## src/rtl/kbd_pkg.sv

```systemverilog
// Shared types and helpers for the key matrix scanner.
//   kbd_state_t : debounce FSM states
//   frame_cls_t : classification of one completed scan frame
//   code_w()    : bit width needed to index n items (minimum 1)
package kbd_pkg;

  typedef enum logic [1:0] {
    IDLE,
    CAND,
    PRESSED,
    REL
  } kbd_state_t;

  typedef enum logic [1:0] {
    NONE,
    SINGLE,
    MULTI
  } frame_cls_t;

  function automatic int unsigned code_w(input int unsigned n_items);
    return (n_items > 1) ? $clog2(n_items) : 1;
  endfunction

endpackage

```

## src/rtl/kbd_col_scan.sv

```systemverilog
// Column driver, row synchronizer and per-frame key accumulator.
// Ports:
//   clk, RST        : clock, synchronous active-high reset
//   i_row_n         : raw active-low row lines (asynchronous)
//   o_col_n         : column drive, one bit low
//   o_frame_done    : one-cycle pulse after the last column of a frame is sampled
//   o_frame_cls     : NONE / SINGLE / MULTI for the completed frame
//   o_frame_code    : code of the first key found in the completed frame
module kbd_col_scan
  import kbd_pkg::*;
#(
  parameter int unsigned COLS     = 4,
  parameter int unsigned ROWS     = 4,
  parameter int unsigned SCAN_DIV = 50000
) (
  input  logic                            clk,
  input  logic                            RST,
  input  logic [ROWS-1:0]                 i_row_n,
  output logic [COLS-1:0]                 o_col_n,
  output logic                            o_frame_done,
  output frame_cls_t                      o_frame_cls,
  output logic [code_w(ROWS*COLS)-1:0]    o_frame_code
);

  localparam int unsigned SLOT_W = code_w(SCAN_DIV);
  localparam int unsigned COL_W  = code_w(COLS);
  localparam int unsigned ROW_W  = code_w(ROWS);
  localparam int unsigned CODE_W = code_w(ROWS * COLS);

  logic [SLOT_W-1:0] r_slot;
  logic [COL_W-1:0]  r_col;
  logic [COLS-1:0]   r_col_n;
  logic [ROWS-1:0]   r_sync1;
  logic [ROWS-1:0]   r_sync2;
  logic [1:0]        r_acc_cnt;
  logic [CODE_W-1:0] r_acc_code;
  logic              r_frame_done;
  frame_cls_t        r_frame_cls;
  logic [CODE_W-1:0] r_frame_code;

  logic              w_slot_end;
  logic              w_col_last;
  logic [COL_W-1:0]  w_col_next;
  logic [1:0]        w_col_hits;
  logic [ROW_W-1:0]  w_col_row;
  logic [CODE_W-1:0] w_col_code;
  logic [2:0]        w_sum;
  logic [1:0]        w_acc_cnt;
  logic [CODE_W-1:0] w_acc_code;

  // Count keys down in the sampled column (saturating at 2) and find the lowest row.
  always_comb begin
    w_slot_end = (r_slot == SLOT_W'(SCAN_DIV - 1));
    w_col_last = (r_col == COL_W'(COLS - 1));
    w_col_next = w_col_last ? '0 : r_col + COL_W'(1);
    w_col_hits = 2'd0;
    w_col_row  = '0;
    for (int r = ROWS - 1; r >= 0; r--) begin
      if (!r_sync2[r]) w_col_row = ROW_W'(r);
    end
    for (int r = 0; r < ROWS; r++) begin
      if (!r_sync2[r] && (w_col_hits != 2'd2)) w_col_hits = w_col_hits + 2'd1;
    end
    w_col_code = CODE_W'(w_col_row) * CODE_W'(COLS) + CODE_W'(r_col);
    w_sum      = {1'b0, r_acc_cnt} + {1'b0, w_col_hits};
    w_acc_cnt  = (w_sum >= 3'd2) ? 2'd2 : w_sum[1:0];
    // Scan order is column-major, so the first hit of the frame wins.
    w_acc_code = (r_acc_cnt == 2'd0) ? w_col_code : r_acc_code;
  end

  // Slot counter, column advance, synchronizer and frame accumulator.
  always_ff @(posedge clk) begin
    if (RST) begin
      r_slot       <= '0;
      r_col        <= '0;
      r_col_n      <= ~(COLS'(1));
      r_sync1      <= '1;
      r_sync2      <= '1;
      r_acc_cnt    <= 2'd0;
      r_acc_code   <= '0;
      r_frame_done <= 1'b0;
      r_frame_cls  <= NONE;
      r_frame_code <= '0;
    end else begin
      r_sync1      <= i_row_n;
      r_sync2      <= r_sync1;
      r_frame_done <= 1'b0;
      if (w_slot_end) begin
        r_slot  <= '0;
        r_col   <= w_col_next;
        r_col_n <= ~(COLS'(1) << w_col_next);
        if (w_col_last) begin
          r_frame_done <= 1'b1;
          r_frame_cls  <= (w_acc_cnt == 2'd0) ? NONE :
                          (w_acc_cnt == 2'd1) ? SINGLE : MULTI;
          r_frame_code <= w_acc_code;
          r_acc_cnt    <= 2'd0;
          r_acc_code   <= '0;
        end else begin
          r_acc_cnt  <= w_acc_cnt;
          r_acc_code <= w_acc_code;
        end
      end else begin
        r_slot <= r_slot + SLOT_W'(1);
      end
    end
  end

  assign o_col_n      = r_col_n;
  assign o_frame_done = r_frame_done;
  assign o_frame_cls  = r_frame_cls;
  assign o_frame_code = r_frame_code;

endmodule

```

## src/rtl/kbd_matrix_scan.sv

```systemverilog
// Key matrix scanner top: frame-level debounce FSM and key event outputs.
// Ports:
//   clk, RST     : clock, synchronous active-high reset
//   i_row_n      : raw active-low row lines
//   o_col_n      : column drive, exactly one bit low
//   o_key_code   : last accepted key index (row*COLS + col)
//   o_key_valid  : one-cycle pulse on an accepted press
//   o_key_held   : high from accepted press to accepted release
//   o_key_multi  : last completed frame saw more than one key down
module kbd_matrix_scan
  import kbd_pkg::*;
#(
  parameter int unsigned COLS       = 4,
  parameter int unsigned ROWS       = 4,
  parameter int unsigned SCAN_DIV   = 50000,
  parameter int unsigned DEB_FRAMES = 4
) (
  input  logic                          clk,
  input  logic                          RST,
  input  logic [ROWS-1:0]               i_row_n,
  output logic [COLS-1:0]               o_col_n,
  output logic [code_w(ROWS*COLS)-1:0]  o_key_code,
  output logic                          o_key_valid,
  output logic                          o_key_held,
  output logic                          o_key_multi
);

  localparam int unsigned CODE_W = code_w(ROWS * COLS);
  localparam int unsigned CNT_W  = code_w(DEB_FRAMES + 1);

  logic              w_frame_done;
  frame_cls_t        w_frame_cls;
  logic [CODE_W-1:0] w_frame_code;

  kbd_state_t        r_state;
  logic [CNT_W-1:0]  r_cnt;
  logic [CNT_W-1:0]  r_rcnt;
  logic [CODE_W-1:0] r_cand;
  logic [CODE_W-1:0] r_key_code;
  logic              r_key_valid;
  logic              r_key_held;
  logic              r_key_multi;

  kbd_col_scan #(
    .COLS     (COLS),
    .ROWS     (ROWS),
    .SCAN_DIV (SCAN_DIV)
  ) u_col_scan (
    .clk          (clk),
    .RST          (RST),
    .i_row_n      (i_row_n),
    .o_col_n      (o_col_n),
    .o_frame_done (w_frame_done),
    .o_frame_cls  (w_frame_cls),
    .o_frame_code (w_frame_code)
  );

  // Debounce FSM; advances only on frame_done so counts are in whole frames.
  always_ff @(posedge clk) begin
    if (RST) begin
      r_state     <= IDLE;
      r_cnt       <= '0;
      r_rcnt      <= '0;
      r_cand      <= '0;
      r_key_code  <= '0;
      r_key_valid <= 1'b0;
      r_key_held  <= 1'b0;
      r_key_multi <= 1'b0;
    end else begin
      r_key_valid <= 1'b0;
      if (w_frame_done) begin
        r_key_multi <= (w_frame_cls == MULTI);
        case (r_state)
          IDLE: begin
            if (w_frame_cls == SINGLE) begin
              r_cand <= w_frame_code;
              r_cnt  <= CNT_W'(1);
              if (DEB_FRAMES == 1) begin
                r_state     <= PRESSED;
                r_key_code  <= w_frame_code;
                r_key_valid <= 1'b1;
                r_key_held  <= 1'b1;
              end else begin
                r_state <= CAND;
              end
            end
          end
          CAND: begin
            if (w_frame_cls == SINGLE) begin
              if (w_frame_code == r_cand) begin
                if (r_cnt + CNT_W'(1) == CNT_W'(DEB_FRAMES)) begin
                  r_state     <= PRESSED;
                  r_key_code  <= r_cand;
                  r_key_valid <= 1'b1;
                  r_key_held  <= 1'b1;
                end else begin
                  r_cnt <= r_cnt + CNT_W'(1);
                end
              end else begin
                r_cand <= w_frame_code;
                r_cnt  <= CNT_W'(1);
              end
            end else begin
              r_state <= IDLE;
              r_cnt   <= '0;
            end
          end
          PRESSED: begin
            if (w_frame_cls == NONE) begin
              if (DEB_FRAMES == 1) begin
                r_state    <= IDLE;
                r_key_held <= 1'b0;
              end else begin
                r_state <= REL;
                r_rcnt  <= CNT_W'(1);
              end
            end
          end
          REL: begin
            if (w_frame_cls == NONE) begin
              if (r_rcnt + CNT_W'(1) == CNT_W'(DEB_FRAMES)) begin
                r_state    <= IDLE;
                r_rcnt     <= '0;
                r_key_held <= 1'b0;
              end else begin
                r_rcnt <= r_rcnt + CNT_W'(1);
              end
            end else begin
              r_state <= PRESSED;
              r_rcnt  <= '0;
            end
          end
          default: r_state <= IDLE;
        endcase
      end
    end
  end

  assign o_key_code  = r_key_code;
  assign o_key_valid = r_key_valid;
  assign o_key_held  = r_key_held;
  assign o_key_multi = r_key_multi;

endmodule

```

## config.mk

```make
export PLATFORM = sky130hd
export DESIGN_NAME = kbd_matrix_scan
export DESIGN_NICKNAME = d
export VERILOG_FILES = /design/src/rtl/kbd_pkg.sv /design/src/rtl/kbd_col_scan.sv /design/src/rtl/kbd_matrix_scan.sv
export SDC_FILE = /design/constraint.sdc
export NUM_CORES = 1
export LEC_CHECK = 0
export BUFFER_PORTS_ARGS = -buffer_cell sky130_fd_sc_hd__buf_4
export CORE_ASPECT_RATIO = 1.2
export CORE_MARGIN = 3
export CORE_UTILIZATION = 47
export DETAILED_ROUTE_END_ITERATION = 10
export SLEW_MARGIN = 40
export SYNTH_ARGS = -nofsm -noshare
export SYNTH_HDL_FRONTEND = slang
export SYNTH_SLANG_ARGS = --single-unit
```

## constraint.sdc

```tcl
create_clock -name clk -period 3.2 [get_ports clk]
set_input_delay 0.16 -clock clk [delete_from_list [all_inputs] [get_ports clk]]
set_output_delay 0.16 -clock clk [all_outputs]
set_load 0.005 [all_outputs]
```

==> results of run 1 <==
report_power, final:
part	switching, mW	total, mW	internal, mW	leakage, nW
Combinational	0.0246	0.0426	0.0180	0.591
Clock	0.270	0.637	0.367	0.0911
Sequential	0.00518	0.785	0.780	0.502
cell usage in the layout (no fill, tap or decap), types with 3 or more instances in the layout:
cell type,Yosys,routed
a211o_1,3,3
a211oi_1,6,6
a21oi_1,24,24
a31oi_1,3,3
and2_1,5,5
and4_1,6,6
buf_4,0,18
clkbuf_8,0,10
dfxtp_1,62,62
ha_1,15,15
inv_1,11,11
mux2i_1,6,6
nand2_1,16,16
nand2b_1,6,6
nand3_1,14,14
nand3b_1,3,3
nand4_1,12,12
nor2_1,38,38
nor3_1,7,7
o21ai_0,12,12
or2_2,9,9
or4_1,4,4
xnor2_1,9,9
xor2_1,12,12
layout make-up:
| cell class | instances | area [um2] |
|---|---|---|
| sequential | 62 | 1240 |
| fill | 561 | 2600 |
| multi-input combinational | 238 | 1570 |
| timing repair buffer | 18 | 135 |
| clock buffer | 11 | 141 |
| tap | 80 | 100 |
| clock inverter | 2 | 35.0 |
| inverter | 11 | 41.3 |
kinds of logic after synthesis:
family                   Yosys count  share of synthesized area (%)
AND/OR/NAND/NOR                  132                           24.5
AO/OA/AOI/OAI                     63                           13.6
flip-flops                        62                           42.4
adder cells (fa/ha/maj)           16                           7.10
buffers and inverters             31                           4.10
multiplexers                       6                           2.05
XOR/XNOR                          21                           6.28
registers in the layout, indices dropped and copies added (netlist names):
name / cells
o_key_code: 4
o_key_held: 1
o_key_multi: 1
o_key_valid: 1
r_cand: 4
r_cnt: 3
r_rcnt: 3
r_state: 2
u_col_scan.o_col_n: 4
u_col_scan.o_frame_cls: 2
u_col_scan.o_frame_code: 4
u_col_scan.o_frame_done: 1
u_col_scan.r_acc_cnt: 2
u_col_scan.r_acc_code: 4
u_col_scan.r_col: 2
u_col_scan.r_slot: 16
u_col_scan.r_sync1: 4
u_col_scan.r_sync2: 4
worst min path at each step:
| stage | end | from | slack (ps) |
|---|---|---|---|
| finish | u_col_scan.r_sync1[0] | i_row_n[0] | 20 |
| global route | u_col_scan.r_sync1[0] | i_row_n[0] | 7 |
| CTS | u_col_scan.r_sync1[1] | i_row_n[1] | 2 |
| detailed placement | u_col_scan.r_sync1[1] | i_row_n[1] | 350 |
| global placement | u_col_scan.r_sync1[3] | i_row_n[3] | 350 |
| floorplan | u_col_scan.r_sync1[0] | i_row_n[0] | 260 |
worst max-delay path, cell delays in order (launching register included):
cell	delay, ps
dfxtp_1	350
inv_1	80
ha_1	210
o21ai_0	160
o31ai_1	110
ha_1	190
nor2_1	180
xnor2_1	150
ha_1	160
inv_1	50
fa_1	520
nand3_1	90
or3_1	310
a21oi_1	140
through the flow:
step	power (mW)	util, %	setup WS, ps	instance area, um2	hold WS, ps
after CTS	1.49	55.7	420	3260	2.32
after global placement	0.845	52.6	540	3080	345
final	1.46	55.7	442	3260	15.6
after global routing	1.53	55.7	173	3260	7.02
after detailed placement	0.845	52.6	420	3080	348
after floorplan	0.834	-	591	2930	264
routing by layer:
layer / part of all wire (%) / GRT usage [%] / vias to the layer above
met5: 0 / 0 / -
li1: - / - / 1185
met4: 1.6 / 8.75 / 0
met2: 50 / 27.5 / 27
met1: 46 / 19.3 / 1022
met3: 2.7 / 3.50 / 10
==> summary.txt, run 1 <==
Post-DR vias/cell -> 5.32
Die width -> 78.0 um
Post-synth EDFFs -> 0
Async set-reset flop share out of synthesis -> 0%
Average size of a mapped cell -> 8.84 um2
Outcome -> finished clean
Cell Count, Final, Fillers Out -> 422
Setup TNS -> 0 ps
Leakage -> 1.18 nW
Routability cong. -> 0.742
Global route total overflow -> 0
DR pass1 iterations -> 4
DR iter-0 viols -> 85
Total global routing track utilization -> 16.3%
Via Count -> 2,244
Crit path to -> u_col_scan.r_acc_cnt[0]
Unique cell type count in the Yosys netlist -> 47
Sequential area share after synthesis -> 42.4%
Antenna Cells -> 0
ANT nets after route -> 0
Worst Hold Depth -> 2
Seq cells post-synth -> 62
Post-synth top cells -> 62 x dfxtp_1, 38 x nor2_1, 24 x a21oi_1
# nets final -> 362
Share of the synthesized area in the top cell type -> 42.4%
# H-tree levels -> 3
Post-CTS Hold Fix Bufs -> 0
Total CTS buffers -> 9
RR Endpoint -> u_col_scan.r_acc_cnt[0]
# clock sinks -> 62
Syn Nets -> 353
Setup violators final -> 0
I/O Buffers -> 16
RR Startpoint -> u_col_scan.r_sync2[1]
Crit Path Class -> reg2reg
Unrepaired setup endpoints after global routing -> false
Chip height -> 92.4 um
Top cells by area, synth -> dfxtp_1 42%, ha_1 6.4%, nor2_1 4.9%
Vias in the first global route -> 2,075
TritonCTS clock tree -> yes
Post-Place Cells -> 409
Max IR drop VDD -> 0.231 mV
Cell Area, Synth -> 2930 um2
Count leader, synth -> dfxtp_1
WL/cell -> 12.7 um
Die ar. -> 7210 um2
Root buf cell -> clkbuf_8
CP required -> 3460 ps
Cells after Synth -> 331
Minimum clock period -> 2760 ps
Count of max-cap constraint violations -> 0
Critical path arrival -> 3020 ps
R2R setup slack -> 440 ps
Routed WL -> 5340 um
DRC viols -> 0
First-pass GRT wire length -> 9470 um
Worst Tran Pin Value -> 648 ps
Synth warnings -> 0
Worst Path Max Fanout -> 3
Initial antenna violation count -> 0
Setup bufs post-CTS -> 0
Layout area overhead -> 11.4%
IO Count -> 17
Reg clk slew, reported paths -> 60 ps
Fin crit share -> 86.2%
Crit start category -> register
Clk Latency, worst-skew pair -> 330 ps
FMAX -> 363 MHz
Primary FF master, synth -> dfxtp_1
Largest net degree at the start of global routing -> 50
Resized cells post-CTS -> 0
Share of cells above drive strength 1 -> 12.6%
Site row count -> 30
Yosys top cell by area -> dfxtp_1
Initial Util -> 50.0%
Relative slew slack -> 55.7%
Clk buf depth -> 2
Max-slew violations -> 0
Hpwl dp -> 3730 um
Worst Hold Class -> in2reg
Worst setup path startpoint -> u_col_scan.r_sync2[1]
Setup Skew -> 8.31 ps
Placeable Area -> 5860 um2
Worst reg-to-reg path cell count -> 13
Final Hold Viols -> 0
Kind of end point of the critical path -> register
Pwr dens -> 449 nW/um2
Note: power is estimated with default switching activity, not from simulation.
==> run 2, diff against run 1 <==
--- a/config.mk
+++ b/config.mk
@@ -13,4 +13,5 @@
 export SLEW_MARGIN = 40
 export SYNTH_ARGS = -nofsm -noshare
 export SYNTH_HDL_FRONTEND = slang
+export SYNTH_HIERARCHICAL = 1
 export SYNTH_SLANG_ARGS = --single-unit
==> summary.txt, run 2 <==
Layout area overhead -> 11.1%
Kind of end point of the critical path -> register
# nets final -> 382 (+5.5%)
Clk Latency, worst-skew pair -> 340 ps (about the same)
Die ar. -> 7760 um2 (+7.6%)
Relative slew slack -> 60.7% (+5.0 points)
Vias in the first global route -> 2,288 (+10%)
Cell Count, Final, Fillers Out -> 450 (+6.6%)
Root buf cell -> clkbuf_8
DR iter-0 viols -> 105 (+24%)
Initial antenna violation count -> 0 (unchanged)
Worst Hold Class -> in2reg
Simple-gate share of the synthesized area -> 27.1% (+2.6 points)
Antenna Cells -> 0 (unchanged)
Post-synth EDFFs -> 0 (unchanged)
Worst Tran Pin Value -> 575 ps (-72.8 ps)
Fin crit share -> 88.1% (+1.9 points)
Via Count -> 2,398 (+6.9%)
Cell Area, Synth -> 3170 um2 (+8.2%)
DRC viols -> 0 (unchanged)
Final critical-path setup slack -> 380 ps (-61.4 ps)
Largest net degree at the start of global routing -> 59 (+18%)
Sequential area share after synthesis -> 39.2% (-3.2 points)
TritonCTS clock tree -> yes
Average size of a mapped cell -> 9.18 um2 (+3.8%)
Adder-cell share of the synthesized area -> 6.56% (-0.54 points)
Top cells by area, synth -> dfxtp_1 39%, ha_1 5.9%, nor2_1 5.0%
Pre-CTS setup slack -> 422 ps (+1.51 ps)
Synth warnings -> 6 (+6)
Critical path arrival -> 3080 ps (+60 ps)
Initial Util -> 48.8% (-1.2 points)
Most frequent cells in the layout -> 62 x dfxtp_1, 42 x nor2_1, 18 x nand2_1
Unique cell type count in the Yosys netlist -> 67 (+43%)
Post-Place Cells -> 430 (+5.1%)
CP required -> 3460 ps (about the same)
Site row count -> 32 (+6.7%)
DR pass1 iterations -> 4 (unchanged)
Largest register FFs -> 16 (unchanged)
First-pass GRT wire length -> 10,500 um (+10%)
Crit start category -> register
Outcome -> finished clean
Post-synthesis compound-gate area fraction -> 13.2% (-0.36 points)
Placeable Area -> 6490 um2 (+11%)
Reg clk slew, reported paths -> 80 ps (+20 ps)
DP Area -> 3300 um2 (+7.0%)
Global route total overflow -> 0 (unchanged)
Total CTS buffers -> 9 (unchanged)
Yosys top cell by area -> dfxtp_1
FMAX -> 355 MHz (-2.2%)
WL/cell -> 13.4 um (+5.6%)
Largest family of logic cells by synthesized area -> simple AND/OR/NAND/NOR gates
Routed WL -> 6010 um (+13%)
Xor-xnor portion of the synthesized cell area -> 7.03% (+0.75 points)
I/O Buffers -> 16 (unchanged)
IO Count -> 17 (unchanged)
Share of the synthesized area in the top cell type -> 39.2% (-3.2 points)
Resized cells post-CTS -> 0 (unchanged)
Unrepaired setup endpoints after global routing -> false
Hpwl dp -> 3970 um (+6.3%)
# clock sinks -> 62 (unchanged)
Post-synth top cells -> 62 x dfxtp_1, 42 x nor2_1, 18 x nand2_1
Mux cell area share after synthesis -> 2.25% (+0.20 points)
# H-tree levels -> 3 (unchanged)
Final Cell Area -> 3520 um2 (+8.0%)
Routability cong. -> 0.750 (+1.1%)
Crit Path Class -> reg2reg
Cells after Synth -> 345 (+4.2%)
Final Hold Viols -> 0 (unchanged)
Setup TNS -> 0 ps (unchanged)
Clk buf depth -> 2 (unchanged)
Total global routing track utilization -> 17.2% (+0.89 points)
Setup bufs post-CTS -> 0 (unchanged)
Post-DR vias/cell -> 5.33 (+0.21%)
Minimum clock period -> 2820 ps (+61.4 ps)
Syn Nets -> 367 (+4.0%)
Top reg by flops -> u_col_scan/r_slot
Share of cells above drive strength 1 -> 15.3% (+2.8 points)
Pwr dens -> 423 nW/um2 (-5.9%)
Setup violators final -> 0 (unchanged)
Async set-reset flop share out of synthesis -> 0% (unchanged)
Util after Layout -> 54.3% (-1.4 points)
Chip height -> 95.9 um (+3.8%)
Fill count -> 614 (+9.4%)
Commonest non-fill, non-tap cell in the layout -> dfxtp_1
Count leader, synth -> dfxtp_1
Setup Skew -> 12.4 ps (+4.04 ps)
Worst Path Max Fanout -> 3 (unchanged)
Count of max-cap constraint violations -> 0 (unchanged)
ANT nets after route -> 0 (unchanged)
Die width -> 80.9 um (+3.7%)
Leakage -> 1.29 nW (+8.9%)
Max-slew violations -> 0 (unchanged)
Primary FF master, synth -> dfxtp_1
Seq cells post-synth -> 62 (unchanged)
Max IR drop VDD -> 0.277 mV (+20%)
run 2: cell types whose count changed in the layout (fill, tap and decap cells not counted), moves of 4 or more:
cell,previous run,this run
xnor2_1,9,15
nand2b_1,6,12
and2_1,5,0
xor2_1,12,3
nor2_1,38,42
nand4_1,12,5
xnor2_2,0,4
dlygate4sd3_1,0,4
a21oi_1,24,16
nor2b_1,1,6
run 2: routing by layer:
| metal | track usage [%] | share of wire [%] | vias to the layer above |
|---|---|---|---|
| met5 | 0 | 0 | - |
| met4 | 9.15 | 1.2 | 0 |
| met3 | 3.37 | 2.3 | 6 |
| met2 | 28.1 | 48 | 24 |
| met1 | 21.4 | 49 | 1115 |
| li1 | - | - | 1253 |
run 2: path summary, 6_finish.rpt:
| kind | end | startpoint | cells after the start | slack, ps |
|---|---|---|---|---|
| worst max-delay path | u_col_scan/r_acc_cnt[0] | u_col_scan/r_sync2[0] | 12 | 380 |
| worst min-delay path | o_key_multi | RST | 2 | 290 |
| worst max register to register | u_col_scan/r_acc_cnt[0] | u_col_scan/r_sync2[0] | 12 | 380 |
| worst min register to register | u_col_scan/r_sync2[2] | u_col_scan/r_sync1[2] | 1 | 410 |
run 2: kinds of logic (layout without fill, tap and decap cells):
| family | Yosys count | in the layout |
|---|---|---|
| xor+xnor | 22 | 22 |
| buf+inv | 30 | 50 |
| simple gates | 147 | 147 |
| flops | 62 | 62 |
| fa+ha+maj | 16 | 16 |
| mux | 7 | 7 |
| compound gates | 61 | 61 |
run 2: area by class of cell:
type / count / area [um2] / area share (%)
clock buffer: 11 / 131 / 3.73
inverter: 14 / 52.6 / 1.49
clock inverter: 5 / 50.0 / 1.42
tap: 85 / 106 / 3.02
sequential: 62 / 1240 / 35.3
timing repair buffer: 20 / 160 / 4.55
multi-input combinational: 253 / 1780 / 50.5
run 2: stage by stage:
step	power (mW)	hold WS [ps]
3_5_place_dp	0.848	346
3_3_place_gp	0.847	346
2_1_floorplan	0.835	264
6_report	1.49	288
5_1_grt	1.55	310
4_1_cts	1.51	277
run 2: repair_timing:
action | in CTS | in global routing
hold buffers | 4 | 0
setup endpoints to repair | 0 | 0
hold endpoints to repair | 4 | 0
run 2: power breakdown:
group / internal, mW / switching, mW / total [mW]
Clock: 0.355 / 0.299 / 0.654
Sequential: 0.779 / 0.00546 / 0.785
Combinational: 0.0226 / 0.0266 / 0.0491
Total: 1.16 / 0.331 / 1.49
run 2: critical path, cell delays in order, from the launching register on:
cell,delay (ps)
dfxtp_1,360
inv_1,80
ha_1,310
xnor2_1,160
ha_1,210
nor2_1,200
xnor2_1,150
ha_1,150
inv_1,50
fa_1,530
nand3_1,110
or3_1,310
a21oi_1,140
==> run 3, diff against run 2 <==
--- a/config.mk
+++ b/config.mk
@@ -10,6 +10,7 @@
 export CORE_MARGIN = 3
 export CORE_UTILIZATION = 47
 export DETAILED_ROUTE_END_ITERATION = 10
+export PLACE_DENSITY = 0.63
 export SLEW_MARGIN = 40
 export SYNTH_ARGS = -nofsm -noshare
 export SYNTH_HDL_FRONTEND = slang
==> summary.txt, run 3 (same netlist as run 2, synthesis figures left out) <==
Commonest non-fill, non-tap cell in the layout -> dfxtp_1
Worst setup path startpoint -> u_col_scan/r_sync2[0]
Max IR drop VDD -> 0.255 mV (-7.7%)
Worst Tran Pin Value -> 601 ps (+25.7 ps)
Met3 usage -> 3.09% (-0.28 points)
Pre-CTS setup slack -> 380 ps (-41.8 ps)
Largest register FFs -> 16 (unchanged)
Crit path to -> u_col_scan/r_acc_cnt[0]
Clk buf depth -> 2 (unchanged)
Total global routing track utilization -> 16.8% (-0.41 points)
Relative slew slack -> 58.9% (-1.8 points)
Top reg by flops -> u_col_scan/r_slot
Met1 global-route usage -> 21.6% (+0.24 points)
Setup bufs post-CTS -> 0 (unchanged)
Vias in the first global route -> 2,297 (+0.39%)
Leakage -> 1.28 nW (-0.42%)
TritonCTS clock tree -> yes
RR Startpoint -> u_col_scan/r_sync2[0]
Die width -> 80.9 um (unchanged)
Final Hold Viols -> 0 (unchanged)
Worst reg-to-reg path cell count -> 12 (unchanged)
Reg clk slew, reported paths -> 60 ps (-20 ps)
Post-DR vias/cell -> 5.37 (+0.82%)
Critical path arrival -> 3090 ps (about the same)
DR pass1 iterations -> 4 (unchanged)
Most Crowded Layer GR -> met2
Minimum clock period -> 2830 ps (+10.8 ps)
Pwr dens -> 410 nW/um2 (-3.1%)
IO Count -> 17 (unchanged)
Worst Hold Class -> in2reg
R2R setup slack -> 370 ps (about the same)
DR iter-0 viols -> 119 (+13%)
Max-slew violations -> 0 (unchanged)
Site row count -> 32 (unchanged)
Setup TNS -> 0 ps (unchanged)
Crit start category -> register
Layout area overhead -> 10.9%
Largest net degree at the start of global routing -> 59 (unchanged)
Die ar. -> 7760 um2 (unchanged)
Initial antenna violation count -> 0 (unchanged)
Final critical-path setup slack -> 369 ps (-10.8 ps)
Worst Path Max Fanout -> 3 (unchanged)
Routability cong. -> 0.829 (+11%)
Initial Util -> 48.8% (unchanged)
Clk Latency, worst-skew pair -> 330 ps (about the same)
FF/Latch Area -> 1240 um2 (unchanged)
WL/cell -> 13.1 um (-2.1%)
Met2 Usage GRT -> 26.9% (-1.2 points)
Root buf cell -> clkbuf_8
# clock sinks -> 62 (unchanged)
CP required -> 3460 ps (about the same)
Most frequent cells in the layout -> 62 x dfxtp_1, 42 x nor2_1, 18 x nand2_1
Hpwl dp -> 3950 um (-0.52%)
I/O Buffers -> 16 (unchanged)
Routed WL -> 5860 um (-2.5%)
Unrepaired setup endpoints after global routing -> false
ANT nets after route -> 0 (unchanged)
Total CTS buffers -> 9 (unchanged)
Global route total overflow -> 0 (unchanged)
FMAX -> 353 MHz (-0.38%)
Chip height -> 95.9 um (unchanged)
DRC viols -> 0 (unchanged)
# nets final -> 382 (unchanged)
Area of the multi-input gates -> 1780 um2 (unchanged)
Placeable Area -> 6490 um2 (unchanged)
Crit Path Class -> reg2reg
Outcome -> finished clean
First-pass GRT wire length -> 10,300 um (-1.8%)
Count of max-cap constraint violations -> 0 (unchanged)
Kind of end point of the critical path -> register
Setup violators final -> 0 (unchanged)
Share of cells above drive strength 1 -> 15.2% (-0.19 points)
Via Count -> 2,407 (+0.38%)
RR Endpoint -> u_col_scan/r_acc_cnt[0]
# H-tree levels -> 3 (unchanged)
Antenna Cells -> 0 (unchanged)
Setup Skew -> 7.80 ps (-4.56 ps)
Fill count -> 629 (+2.4%)
Fin crit share -> 88.5% (+0.34 points)
==> run 3: cell types whose count changed in the layout (fill, tap and decap cells not counted) <==
cell | previous run | this run
clkbuf_8 | 9 | 12
clkinv_2 | 4 | 1
bufinv_16 | 1 | 0
clkbuf_1 | 2 | 1
==> run 3: repair_timing <==
action,CTS,global route
hold buffers,4,0
endpoints found under the hold margin,4,0
resized for setup,0,0
==> run 3: worst max-delay path: stages, from the launching register on <==
cell and delay (ps):
dfxtp_1 360, inv_1 90, ha_1 310, xnor2_1 160, ha_1 210, nor2_1 200
xnor2_1 150, ha_1 160, inv_1 50, fa_1 530, nand3_1 100, or3_1 310
a21oi_1 140
==> run 3: worst min path at each step <==
stage               startpoint               endpoint  cells after the start
finish                     RST   u_col_scan/r_slot[2]                      2
detailed placement  i_row_n[1]  u_col_scan/r_sync1[1]                      2
CTS                        RST            o_key_valid                      2
global placement    i_row_n[2]  u_col_scan/r_sync1[2]                      2
floorplan           i_row_n[0]  u_col_scan/r_sync1[0]                      1
global route               RST   u_col_scan/r_slot[2]                      2
==> run 3: final cells by class <==
type / instances / share of cell area [%]
Clock buffer: 13 / 4.81
Clock inverter: 1 / 0.143
Inverter: 14 / 1.50
Multi-Input combinational cell: 253 / 50.6
Sequential cell: 62 / 35.3
Tap cell: 85 / 3.03
Timing Repair Buffer: 20 / 4.56
==> run 3: layer usage <==
metal,vias to the layer above,part of all wire [%]
met5,-,0
met1,1121,47
li1,1240,-
met4,0,1.6
met2,37,48
met3,9,3.2
==> run 3: metrics by stage <==
stage / utilization [%] / total power [mW] / hold WS [ps] / cell area [um2] / std cells
after floorplan: - / 0.835 / 264 / 3170 / 345
after global placement: 50.8 / 0.846 / 345 / 3300 / 430
after detailed placement: 50.8 / 0.848 / 346 / 3300 / 430
after CTS: 54.1 / 1.46 / 279 / 3510 / 448
after global routing: 54.1 / 1.50 / 310 / 3510 / 448
final: 54.1 / 1.44 / 289 / 3510 / 448
==> run 3: power breakdown <==
group          internal, mW  leakage [nW]  total (mW)  switching (mW)
logic                0.0227         0.691      0.0489          0.0263
clock network         0.335        0.0914       0.605           0.270
registers             0.780         0.502       0.785         0.00549
total                  1.14          1.28        1.44           0.302
